## config.mk

```make
export PLATFORM = sky130hd
export DESIGN_NAME = register_file_flat
export DESIGN_NICKNAME = d
export VERILOG_FILES = /design/src/rtl/cpu_pkg.sv /design/src/rtl/register_file_if.sv /design/src/rtl/rf_read_port.sv /design/src/rtl/register_file.sv /design/src/flat_wrapper.sv
export SDC_FILE = /design/constraint.sdc
export NUM_CORES = 1
export LEC_CHECK = 0
export CORE_ASPECT_RATIO = 0.75
export CORE_MARGIN = 4
export CORE_UTILIZATION = 29
export DETAILED_ROUTE_END_ITERATION = 7
export HOLD_SLACK_MARGIN = 0.1
export MAX_ROUTING_LAYER = met4
export PLACE_DENSITY_LB_ADDON = 0.3
export SLEW_MARGIN = 10
export SYNTH_ARGS = -nofsm -noshare
export SYNTH_HDL_FRONTEND = slang
export SYNTH_SLANG_ARGS = --single-unit
```

## constraint.sdc

```tcl
create_clock -name clk -period 2.85 [get_ports clk]
set_clock_uncertainty 0.15 [all_clocks]
set_input_delay 0.57 -clock clk [delete_from_list [all_inputs] [get_ports clk]]
set_output_delay 0.57 -clock clk [all_outputs]
set_load 0.05 [all_outputs]
```

## src/rtl/cpu_pkg.sv

```systemverilog
// rtl/cpu_pkg.sv - shared widths, register count and types for the CPU register file
package cpu_pkg;
  localparam int DATA_W   = 8;
  localparam int ADDR_W   = 5;
  localparam int NUM_REGS = 2 ** ADDR_W;

  typedef logic [ADDR_W-1:0] reg_addr_t;
  typedef logic [DATA_W-1:0] data_t;

  localparam reg_addr_t ZERO_REG = 5'd0;
endpackage

```

## src/rtl/register_file_if.sv

```systemverilog
// rtl/register_file_if.sv - decode/writeback side bundle of the register file
interface register_file_if;
  import cpu_pkg::*;

  logic      write_enable;
  reg_addr_t rs;
  reg_addr_t rt;
  reg_addr_t rd;
  data_t     write_data;
  data_t     read_data1;
  data_t     read_data2;

  modport master (
    output write_enable, rs, rt, rd, write_data,
    input  read_data1, read_data2
  );

  modport slave (
    input  write_enable, rs, rt, rd, write_data,
    output read_data1, read_data2
  );
endinterface

```

## src/rtl/rf_read_port.sv

```systemverilog
// rtl/rf_read_port.sv - combinational read mux with register 0 forced to zero
module rf_read_port
  import cpu_pkg::*;
(
  input  reg_addr_t addr,
  input  data_t     regs [NUM_REGS],
  output data_t     data
);

  always_comb begin
    data = '0;
    if (addr != ZERO_REG) begin
      data = regs[addr];
    end
  end

endmodule

```

## src/rtl/register_file.sv

```systemverilog
// rtl/register_file.sv - 32 x 8 register file, two combinational reads, one synchronous write
module register_file
  import cpu_pkg::*;
(
  input  logic          clk,
  input  logic          rst_n,
  register_file_if.slave bus
);

  data_t regs [NUM_REGS];

  // No write bypass: a same-address read sees the new value only after the edge.
  always_ff @(posedge clk or negedge rst_n) begin
    if (!rst_n) begin
      for (int i = 0; i < NUM_REGS; i++) begin
        regs[i] <= '0;
      end
    end else if (bus.write_enable && (bus.rd != ZERO_REG)) begin
      regs[bus.rd] <= bus.write_data;
    end
  end

  rf_read_port u_read_rs (
    .addr (bus.rs),
    .regs (regs),
    .data (bus.read_data1)
  );

  rf_read_port u_read_rt (
    .addr (bus.rt),
    .regs (regs),
    .data (bus.read_data2)
  );

endmodule

```

## src/flat_wrapper.sv

```systemverilog
// flat-port wrapper written by rule: the top's interface ports become plain ports
module register_file_flat import cpu_pkg::*;
  (clk, rst_n, bus_write_enable, bus_rs, bus_rt, bus_rd, bus_write_data, bus_read_data1, bus_read_data2);
  register_file_if bus_i ();
  input  logic clk;
  input  logic rst_n;
  input wire logic [$bits(bus_i.write_enable)-1:0] bus_write_enable;
  input wire logic [$bits(bus_i.rs)-1:0] bus_rs;
  input wire logic [$bits(bus_i.rt)-1:0] bus_rt;
  input wire logic [$bits(bus_i.rd)-1:0] bus_rd;
  input wire logic [$bits(bus_i.write_data)-1:0] bus_write_data;
  output wire logic [$bits(bus_i.read_data1)-1:0] bus_read_data1;
  output wire logic [$bits(bus_i.read_data2)-1:0] bus_read_data2;
  assign bus_i.write_enable = bus_write_enable;
  assign bus_i.rs = bus_rs;
  assign bus_i.rt = bus_rt;
  assign bus_i.rd = bus_rd;
  assign bus_i.write_data = bus_write_data;
  assign bus_read_data1 = bus_i.read_data1;
  assign bus_read_data2 = bus_i.read_data2;
  register_file u_core (.clk(clk), .rst_n(rst_n), .bus(bus_i));
endmodule
```

==> impl_metrics.json <==
{
  "die_x_um": 264,
  "rows": 70,
  "cts_tree": "built",
  "synth_edf_count": 0,
  "critPathMaxStageDelay_ns": 0.35,
  "cp_common_cell": "buf_12",
  "drv_slew": 0,
  "critPathRequiredTime_ns": 2.13,
  "holdPathEnd": "u_core.regs[250]",
  "post-route-util": 0.372,
  "gr-usage-met3": 0.0268,
  "top_usage_layer": "met1",
  "synth_area_leaders": "dfrtp_1 (45%), mux2_2 (22%), mux4_2 (13%), mux2i_1 (3.7%), mux4_1 (2.0%)",
  "p_leak_uw": 0.00780,
  "p_int_uw": 8120,
  "die-area_um2": 53000,
  "path_max_fanout": 9,
  "grt_pass1_vias": 9792,
  "dr.pass1.iters": 5,
  "vias": 9599,
  "clkPwrFrac": 0.303,
  "timing.fmax_mhz": 338,
  "largest_reg_flops": 256,
  "rrSetupSlack_ns": 1.78,
  "start_util": 0.293,
  "clkLatencyLatePin_ns": 0.54,
  "die_h_um": 200,
  "violations": "setup timing",
  "drt-vias-per-instance": 5.34,
  "power_density_nw_per_um2": 635,
  "path_class": "primary input to output pin",
  "antenna_found_initial": 2,
  "rr_endpoint": "u_core.regs[215]",
  "fin_nets": 1157,
  "power.switching_uw": 3410,
  "grt_remaining_overflow": 0,
  "cp_cell_sequence": "buf_12 -> buf_12 -> buf_16 -> buf_4 -> mux4_2 -> mux2i_1 -> a221oi_2 -> o21a_1 -> buf_12",
  "final_cells": 1796,
  "drc": 0,
  "fill_cells": 4624,
  "rr_worst_depth": 2,
  "critPathArrivalTime_ns": 2.24,
  "synth_top_area_share": 0.448,
  "numCtsBuffers": 27,
  "critPathBufInv": 5,
  "period_minus_slack_ns": 2.96,
  "hold_slack_ns": 0.255,
  "seqPwrFrac": 0.421,
  "cts_root_buffer": "clkbuf_16",
  "initialDrtViolationCount": 827,
  "critPathTopFamily": "buffers and inverters",
  "hold_path.class": "flip-flop to flip-flop",
  "hold_violations": 0,
  "yosysWarnings": 0,
  "drive_gt1_frac": 0.600,
  "grt_max_degree": 67,
  "wirelength_um": 45600,
  "async_reset_ff_frac": 1.00,
  "clkSinkCount": 256,
  "synth_area_um2": 14300,
  "synthTopCellsByCount": "mux2_2 (284), dfrtp_1 (256), mux4_2 (85)",
  "placed_cells": 1732,
  "grt_usage": 0.174,
  "cts.clk_slew.worst_paths_ns": 0.06,
  "core_um2": 48800,
  "ys_ff_latch": 256,
  "synthFlopType": "dfrtp_1",
  "yosysMostFrequentCell": "mux2_2",
  "fin_tns_setup_ns": -1.17,
  "vdd_drop_max_mv": 0.394,
  "syn_avg_cell_area_um2": 14.7,
  "dp_slack_ns": -0.273,
  "r2r_start": "u_core.regs[215]",
  "synth_top_cell_by_area": "dfrtp_1",
  "syn-instance-count": 975,
  "routedWlPerCell_um": 25.4,
  "regMostFlops": "u_core.regs",
  "grt_pass1_wl_um": 67800,
  "biggestRegsByFlops": "u_core.regs: 256 flops",
  "cts_buffer_depth": 3,
  "rsz0062_at_grt": "true",
  "grt_use_met2": 0.244,
  "hp-start": "u_core.regs[250]",
  "setup_ws_ns": -0.111,
  "p_comb_frac": 0.275,
  "p_sw_frac": 0.296,
  "slew_headroom": 0.537,
  "port-buffer-count": 41,
  "drtAntennaViolNets": 0,
  "start_kind": "primary input",
  "cp-end-kind": "output pin",
  "fin_crit_sh": 1.04,
  "worst_slew_pin_slew_ns": 0.693,
  "globalRouteMet1Util": 0.269,
  "num_antenna_cells": 0,
  "dp_hpwl_um": 31400,
  "finalSetupViolCount": 16,
  "outcome": "finished with violations",
  "place_congestion": 0.852,
  "io_pins": 42,
  "synth_nets": 1001,
  "ys_seq_area_frac": 0.448,
  "htree_levels": 1,
  "slowest_stage": "a221oi_2",
  "syn2layout_area_growth_pct": 26.9,
  "hold_depth": 0,
  "synthDistinctLibCells": 50,
  "cap_viol_max_count": 0
}
through the flow:
| step | instance area (um^2) | total power, uW |
|---|---|---|
| floorplan | 14300 | 6570 |
| CTS | 17900 | 11500 |
| global route | 18100 | 12000 |
| detailed placement | 16700 | 7850 |
| global placement | 16700 | 7780 |
| finish | 18100 | 11500 |
how the worst max path moves through the flow:
stage	start	endpoint	slack, ns	cells after the start
global placement	bus_rs[1]	bus_read_data1[0]	-0.28	8
detailed placement	bus_rs[1]	bus_read_data1[0]	-0.27	8
finish	bus_rs[0]	bus_read_data1[3]	-0.11	9
global route	u_core.regs[98]	bus_read_data1[2]	-0.17	6
floorplan	bus_rt[1]	bus_read_data2[0]	-0.01	7
CTS	u_core.regs[144]	bus_read_data1[0]	-0.14	6
cell usage in the layout, fill, tap and decap left out, types with 10 or more instances in the layout:
cell             instances
nor2_2                  17
buf_12                  46
nand2_1                 20
buf_4                  130
dfrtp_1                256
clkbuf_16               28
a211oi_1                14
o21a_1                  12
clkdlybuf4s50_1         17
nor2b_1                 16
mux2_2                 281
mux4_2                  93
a221oi_2                10
mux2i_1                 44
per-layer routing:
layer / part of all wire / routed length (um)
met1: 0.50 / 22900
met2: 0.43 / 19400
met3: 0.049 / 2250
met4: 0.022 / 1010
met5: 0 / 0
what timing repair did:
action | 4_1_cts | 5_1_grt
resized for setup | 65 | 28
hold buffers | 1 | 0
hold endpoints to repair | 61 | 0
gates cloned | 5 | 1
pin swaps | 12 | 5
endpoints found under the setup margin | 16 | 16
buffers inserted | 5 | 7
logic make-up (layout without fill, tap and decap cells):
| kind of cell | Yosys count | after routing | synth area share |
|---|---|---|---|
| AO/OA/AOI/OAI | 92 | 92 | 0.0459 |
| buffers and inverters | 89 | 262 | 0.0407 |
| multiplexers | 442 | 442 | 0.422 |
| AND/OR/NAND/NOR | 96 | 96 | 0.0433 |
| flip-flops | 256 | 256 | 0.448 |
cell type report:
class                           instances  area [um^2]  share of cell area
Multi-Input combinational cell        630         7610               0.419
Sequential cell                       256         6410               0.353
Clock buffer                           36          769              0.0424
Tap cell                              648          811              0.0447
Timing Repair Buffer                  216         2470               0.136
Clock inverter                         10         81.3             0.00448
power by group through the flow:
stage | clock, uW | sequential, uW | combinational, uW
CTS | 3590 | 4840 | 3100
global placement | 0 | 4860 | 2920
finish | 3500 | 4860 | 3170
floorplan | 0 | 4690 | 1880
global route | 3740 | 4930 | 3360
detailed placement | 0 | 4900 | 2960
worst register-to-register path, cell delays in order, from the launching register on:
cell and delay, ns:
dfrtp_1 0.41, buf_4 0.15, mux2_2 0.25
Note: power is estimated with default switching activity, not from simulation.
